`config.mk`:
```
export PLATFORM = sky130hd
export DESIGN_NAME = alu_seq
export DESIGN_NICKNAME = d
export VERILOG_FILES = /design/src/rtl/alu_seq.sv
export SDC_FILE = /design/constraint.sdc
export NUM_CORES = 1
export LEC_CHECK = 0
export ABC_CLOCK_PERIOD_IN_PS = 3680
export CAP_MARGIN = 0
export CORE_ASPECT_RATIO = 0.7
export CORE_MARGIN = 5
export CORE_UTILIZATION = 32
export DETAILED_ROUTE_END_ITERATION = 10
export GPL_TIMING_DRIVEN = 1
export PLACE_DENSITY = 0.49
export SYNTH_ARGS = -nofsm -noshare
export SYNTH_HDL_FRONTEND = slang
export SYNTH_SLANG_ARGS = --single-unit
```
`constraint.sdc`:
```
create_clock -name clk -period 3.68 [get_ports clk]
set_input_delay 0.736 -clock clk [delete_from_list [all_inputs] [get_ports clk]]
set_output_delay 0.736 -clock clk [all_outputs]
set_load 0.05 [all_outputs]
```
`src/rtl/alu_seq.sv`:
```
// alu_seq: clocked ALU with valid/ready handshakes on both sides.
//
// Accepts one operation per cycle (A, B, sel sampled on in_valid && in_ready), registers the
// result and its flags, and holds them until the consumer takes them (out_valid && out_ready).
// MUL is a WIDTH-cycle shift-add; ACC adds A into a private 2*WIDTH accumulator.
//
// Ports:
//   clk       in   rising-edge clock
//   rst       in   asynchronous active-high reset
//   A, B      in   WIDTH-bit unsigned operands
//   sel       in   opcode: 000 ADD, 001 SUB, 010 AND, 011 OR, 100 XOR, 101 SHL, 110 MUL, 111 ACC
//   in_valid  in   operands/opcode valid
//   in_ready  out  operation can be accepted this cycle
//   result    out  2*WIDTH-bit registered result, zero-extended
//   zero      out  result == 0
//   carry     out  ADD carry-out / SUB borrow / ACC wrap, 0 otherwise
//   out_valid out  result and flags valid
//   out_ready in   consumer takes the result

module alu_seq #(
    parameter int unsigned WIDTH = 8
) (
    input  logic                   clk,
    input  logic                   rst,
    input  logic [WIDTH-1:0]       A,
    input  logic [WIDTH-1:0]       B,
    input  logic [2:0]             sel,
    input  logic                   in_valid,
    output logic                   in_ready,
    output logic [2*WIDTH-1:0]     result,
    output logic                   zero,
    output logic                   carry,
    output logic                   out_valid,
    input  logic                   out_ready
);

    localparam int unsigned W2   = 2 * WIDTH;
    localparam int unsigned CntW = $clog2(WIDTH);

    localparam logic [2:0] OpAdd = 3'b000;
    localparam logic [2:0] OpSub = 3'b001;
    localparam logic [2:0] OpAnd = 3'b010;
    localparam logic [2:0] OpOr  = 3'b011;
    localparam logic [2:0] OpXor = 3'b100;
    localparam logic [2:0] OpShl = 3'b101;
    localparam logic [2:0] OpMul = 3'b110;
    localparam logic [2:0] OpAcc = 3'b111;

    if (WIDTH < 2 || (WIDTH & (WIDTH - 1)) != 0) begin : g_bad_width
        $error("alu_seq: WIDTH must be >= 2 and a power of two");
    end

    typedef enum logic [1:0] {
        StIdle,
        StBusy,
        StHold
    } state_e;

    state_e            state_q, state_d;
    logic [W2-1:0]     result_q, result_d;
    logic              zero_q, zero_d;
    logic              carry_q, carry_d;
    logic [W2-1:0]     acc_q, acc_d;
    logic [W2-1:0]     mcand_q, mcand_d;
    logic [WIDTH-1:0]  mplier_q, mplier_d;
    logic [W2-1:0]     prod_q, prod_d;
    logic [CntW-1:0]   cnt_q, cnt_d;

    logic              accept;
    logic [WIDTH:0]    sum_w;
    logic [WIDTH:0]    diff_w;
    logic [W2:0]       acc_sum;
    logic [W2-1:0]     shl_w;
    logic [W2-1:0]     pp_add;
    logic [W2-1:0]     op_res;
    logic              op_carry;

    assign in_ready  = (state_q == StIdle) || ((state_q == StHold) && out_ready);
    assign accept    = in_valid && in_ready;
    assign out_valid = (state_q == StHold);
    assign result    = result_q;
    assign zero      = zero_q;
    assign carry     = carry_q;

    // Operand arithmetic for the single-cycle ops.
    assign sum_w   = {1'b0, A} + {1'b0, B};
    // The top bit of the extended difference is the borrow, i.e. A < B.
    assign diff_w  = {1'b0, A} - {1'b0, B};
    assign acc_sum = {1'b0, acc_q} + {{(WIDTH + 1){1'b0}}, A};
    // A shift amount >= W2 pushes every bit out, giving 0.
    assign shl_w   = {{WIDTH{1'b0}}, A} << B;

    // One shift-add step: add the shifted multiplicand when the current multiplier bit is set.
    assign pp_add  = mplier_q[0] ? (prod_q + mcand_q) : prod_q;

    always_comb begin
        op_res   = '0;
        op_carry = 1'b0;
        unique case (sel)
            OpAdd: begin
                op_res   = {{(WIDTH - 1){1'b0}}, sum_w};
                op_carry = sum_w[WIDTH];
            end
            OpSub: begin
                op_res   = {{(WIDTH - 1){1'b0}}, diff_w};
                op_carry = diff_w[WIDTH];
            end
            OpAnd: op_res = {{WIDTH{1'b0}}, A & B};
            OpOr:  op_res = {{WIDTH{1'b0}}, A | B};
            OpXor: op_res = {{WIDTH{1'b0}}, A ^ B};
            OpShl: op_res = shl_w;
            OpAcc: begin
                op_res   = acc_sum[W2-1:0];
                op_carry = acc_sum[W2];
            end
            OpMul: op_res = '0;
            default: op_res = '0;
        endcase
    end

    always_comb begin
        state_d  = state_q;
        result_d = result_q;
        zero_d   = zero_q;
        carry_d  = carry_q;
        acc_d    = acc_q;
        mcand_d  = mcand_q;
        mplier_d = mplier_q;
        prod_d   = prod_q;
        cnt_d    = cnt_q;

        unique case (state_q)
            StIdle, StHold: begin
                if (accept) begin
                    if (sel == OpMul) begin
                        state_d  = StBusy;
                        mcand_d  = {{WIDTH{1'b0}}, A};
                        mplier_d = B;
                        prod_d   = '0;
                        cnt_d    = '0;
                    end else begin
                        state_d  = StHold;
                        result_d = op_res;
                        zero_d   = (op_res == '0);
                        carry_d  = op_carry;
                        if (sel == OpAcc) begin
                            acc_d = acc_sum[W2-1:0];
                        end
                    end
                end else if ((state_q == StHold) && out_ready) begin
                    state_d = StIdle;
                end
                // HOLD without out_ready falls through: result and flags stay frozen.
            end
            StBusy: begin
                prod_d   = pp_add;
                mcand_d  = mcand_q << 1;
                mplier_d = mplier_q >> 1;
                cnt_d    = cnt_q + 1'b1;
                if (cnt_q == CntW'(WIDTH - 1)) begin
                    state_d  = StHold;
                    result_d = pp_add;
                    zero_d   = (pp_add == '0);
                    carry_d  = 1'b0;
                end
            end
            default: state_d = StIdle;
        endcase
    end

    always_ff @(posedge clk or posedge rst) begin
        if (rst) begin
            state_q  <= StIdle;
            result_q <= '0;
            zero_q   <= 1'b0;
            carry_q  <= 1'b0;
            acc_q    <= '0;
            mcand_q  <= '0;
            mplier_q <= '0;
            prod_q   <= '0;
            cnt_q    <= '0;
        end else begin
            state_q  <= state_d;
            result_q <= result_d;
            zero_q   <= zero_d;
            carry_q  <= carry_d;
            acc_q    <= acc_d;
            mcand_q  <= mcand_d;
            mplier_q <= mplier_d;
            prod_q   <= prod_d;
            cnt_q    <= cnt_d;
        end
    end

endmodule
```
==> results.yml <==
die:
  pin_count: 43
  floorplan.die_area_um2: 23400
  core.rowCount: 43
  die_y_um: 130
  start_util: 0.327
  core_um2: 20000
  die_width_um: 181
detailed_routing:
  vias_per_cell: 5.48
  first_iter_violations: 625
  first_pass_iters: 5
  routed_wl_um: 23200
  final_antenna_net_count: 0
  vias: 6399
  drcViolationCount: 0
  wl_per_cell_um: 19.9
placement:
  io_buffers: 42
  dpl.hpwl_um: 18500
  gp_congestion: 1.04
  place_inst: 1152
global_routing:
  grt_use_total: 0.200
  grt_start_max_net_pins: 46
  antenna_found_initial: 1
  first_global_vias: 6260
  grt_pass1_wl_um: 36800
  globalRoute.totalOverflow: 0
worst_setup_path:
  r2r_setup_slack_ns: 0.50
  path_buf_inv: 5
  cp_top_family: "compound AO/OA/AOI/OAI gates"
  cp.required_ns: 3.95
  crit_chain: "clkdlybuf4s50_1 -> buf_4 -> buf_4 -> inv_2 -> and2_1 -> o311ai_0 -> o2111ai_1 -> a2111oi_2 -> buf_4 -> nand4_1 -> nor4_1 -> a22oi_1 -> o21ai_2"
  cpMaxStageDelayCell: "o311ai_0"
  cpMostUsedCell: "buf_4"
  critPathMaxStageDelay_ns: 0.57
  end_kind: "flop"
  crit_fanout: 16
  worstSetupPathType: "input pin to flop"
  critPathLaunchType: "input pin"
  crit_arrival_ns: 3.84
logic_synthesis:
  ys_top_cells_by_area: "dfrtp_1 30%, ha_1 9.4%, nand2_1 6.4%"
  ys_warn_count: 0
  yosys.cell_types.count: 70
  synth_top_area_frac: 0.303
  synthCells: 779
  async_reset_ff_frac: 1.00
  synth_seq_cells: 79
  synthFlopType: "dfrtp_1"
  synth_edf_count: 0
  syn_avg_cell_area_um2: 8.38
  syn_area_um2: 6530
  syn_nets: 855
  ys_top_cells_by_count: "111 x nand2_1, 79 x dfrtp_1, 61 x o21ai_0, 49 x ha_1, 46 x nor2_1"
  synth.most_common_cell: "nand2_1"
  synth_largest_area_cell: "dfrtp_1"
  yosysSeqAreaShare: 0.303
clocking:
  clkSinkCount: 79
  clock_path_buffers: 2
  cts_setup_buffers: 0
  clk_latency_ns: 0.35
  cts_tree: "built"
  cts-buffers-inserted: 9
  cts_root_buf: "clkbuf_16"
  h-tree-depth: 3
  cts.clk_slew.worst_paths_ns: 0.06
  ctsHoldBuffers: 0
sta:
  maxSlewViolCount: 0
  min_period_over_period: 0.968
  setup_tns_ns: 0
  rsz0062_at_grt: "false"
  skew_ns: 0.0109
  hold_violations: 0
  fmax_ghz: 0.281
  period_minus_slack_ns: 3.56
  worst_pin_slew_ns: 0.671
  holdWs_ns: 0.483
  slew_headroom: 0.547
  setup_violations: 0
layout:
  final_cell_count_no_fill: 1168
  fill_cells: 2011
  drive_gt1_frac: 0.160
  diodes: 0
  nets: 969
  syn2layout_area_growth_pct: 26.5
hold_path:
  hold_path_class: "flop to flop"
power:
  power_mw: 4.96
  ir_worst_vdd_mv: 0.267
  power.density_nw_per_um2: 600
  cellLeakagePower_nw: 3.61
run_status:
  status: "complete, no violations"
job:
  drv_cap: 0
[power breakdown]
group          internal [mW]  switching [mW]  total, mW  leakage (nW)
clock network          0.539           0.418      0.957         0.149
registers               1.17           0.284       1.45          1.03
logic                   1.08            1.47       2.55          2.43
total                   2.79            2.17       4.96          3.61
[worst register-to-register path: stages, from the launching register on]
cell      delay [ns]
dfrtp_1         0.40
ha_1            0.27
fa_1            0.45
a211oi_1        0.31
o21ai_1         0.17
a41oi_1         0.48
o311ai_1        0.20
a211oi_1        0.47
nand4_1         0.22
o21ai_2         0.15
[layout by cell type, fill, tap and decap left out, types with 12 or more instances in the layout]
master             n
a211oi_1          13
a21oi_1           44
buf_4            103
clkdlybuf4s50_1   42
dfrtp_1           79
ha_1              49
inv_1             30
mux2i_1           34
nand2_1          111
nand3_1           19
nor2_1            45
nor3_1            17
o21ai_0           60
o22ai_1           16
xnor2_1           26
xor2_1            12
[sequential cells by signal, indices dropped and copies added (netlist names)]
| signal | cells |
|---|---|
| cnt_q | 3 |
| carry | 1 |
| mcand_q | 16 |
| zero | 1 |
| state_q | 2 |
| result | 16 |
| prod_q | 16 |
| mplier_q | 8 |
| acc_q | 16 |
[metal layers]
layer  wire length (µm)  GRT usage  vias to the layer above
met5                  8          0                        -
li1                   -          -                     3080
met2               8990      0.270                      210
met1              12300      0.318                     3080
met3               1610     0.0457                       27
met4                265     0.0427                        2
[path summary, 6_finish.rpt]
path,start,to,depth (start not counted)
setup / recovery,B[0],zero$_DFFE_PP0P_,13
hold / removal,mplier_q[5]$_DFFE_PP0P_,mplier_q[4]$_DFFE_PP0P_,2
setup reg to reg,mcand_q[0]$_DFFE_PP0P_,zero$_DFFE_PP0P_,9
hold reg to reg,mplier_q[5]$_DFFE_PP0P_,mplier_q[4]$_DFFE_PP0P_,2
max in group asynchronous,rst,prod_q[5]$_DFFE_PP0P_,3
min in group asynchronous,rst,mcand_q[15]$_DFFE_PP0P_,2
[final cells by class]
class	instances	area [µm²]	area share
tap	270	338	0.0409
clock inverter	7	83.8	0.0102
sequential	79	1980	0.239
inverter	33	125	0.0152
multi-input combinational	623	4280	0.518
timing repair buffer	147	1230	0.149
clock buffer	9	225	0.0273
[metrics by stage]
stage                     utilization  worst slack [ns]  instance area (µm²)
after detailed placement        0.398            -0.395                 7940
final                           0.414             0.119                 8260
after global placement          0.398            -0.394                 7940
after CTS                       0.413            0.0391                 8250
after global routing            0.414            0.0175                 8260
after floorplan                     -             0.302                 6530
[timing repair]
action | in CTS | in global routing
gates cloned | 0 | 0
endpoints found under the setup margin | 1 | 1
gates resized for setup | 1 | 2
[kinds of logic after synthesis]
family	count (synthesis)	share of synthesized area
buffers and inverters	77	0.0464
muxes	47	0.0826
and+or+nand+nor	253	0.181
AOI/OAI and AO/OA	232	0.230
DFF	79	0.303
adders and majority gates	53	0.106
xor gates and xnor gates	38	0.0510
Note: power is estimated with default switching activity, not from simulation.
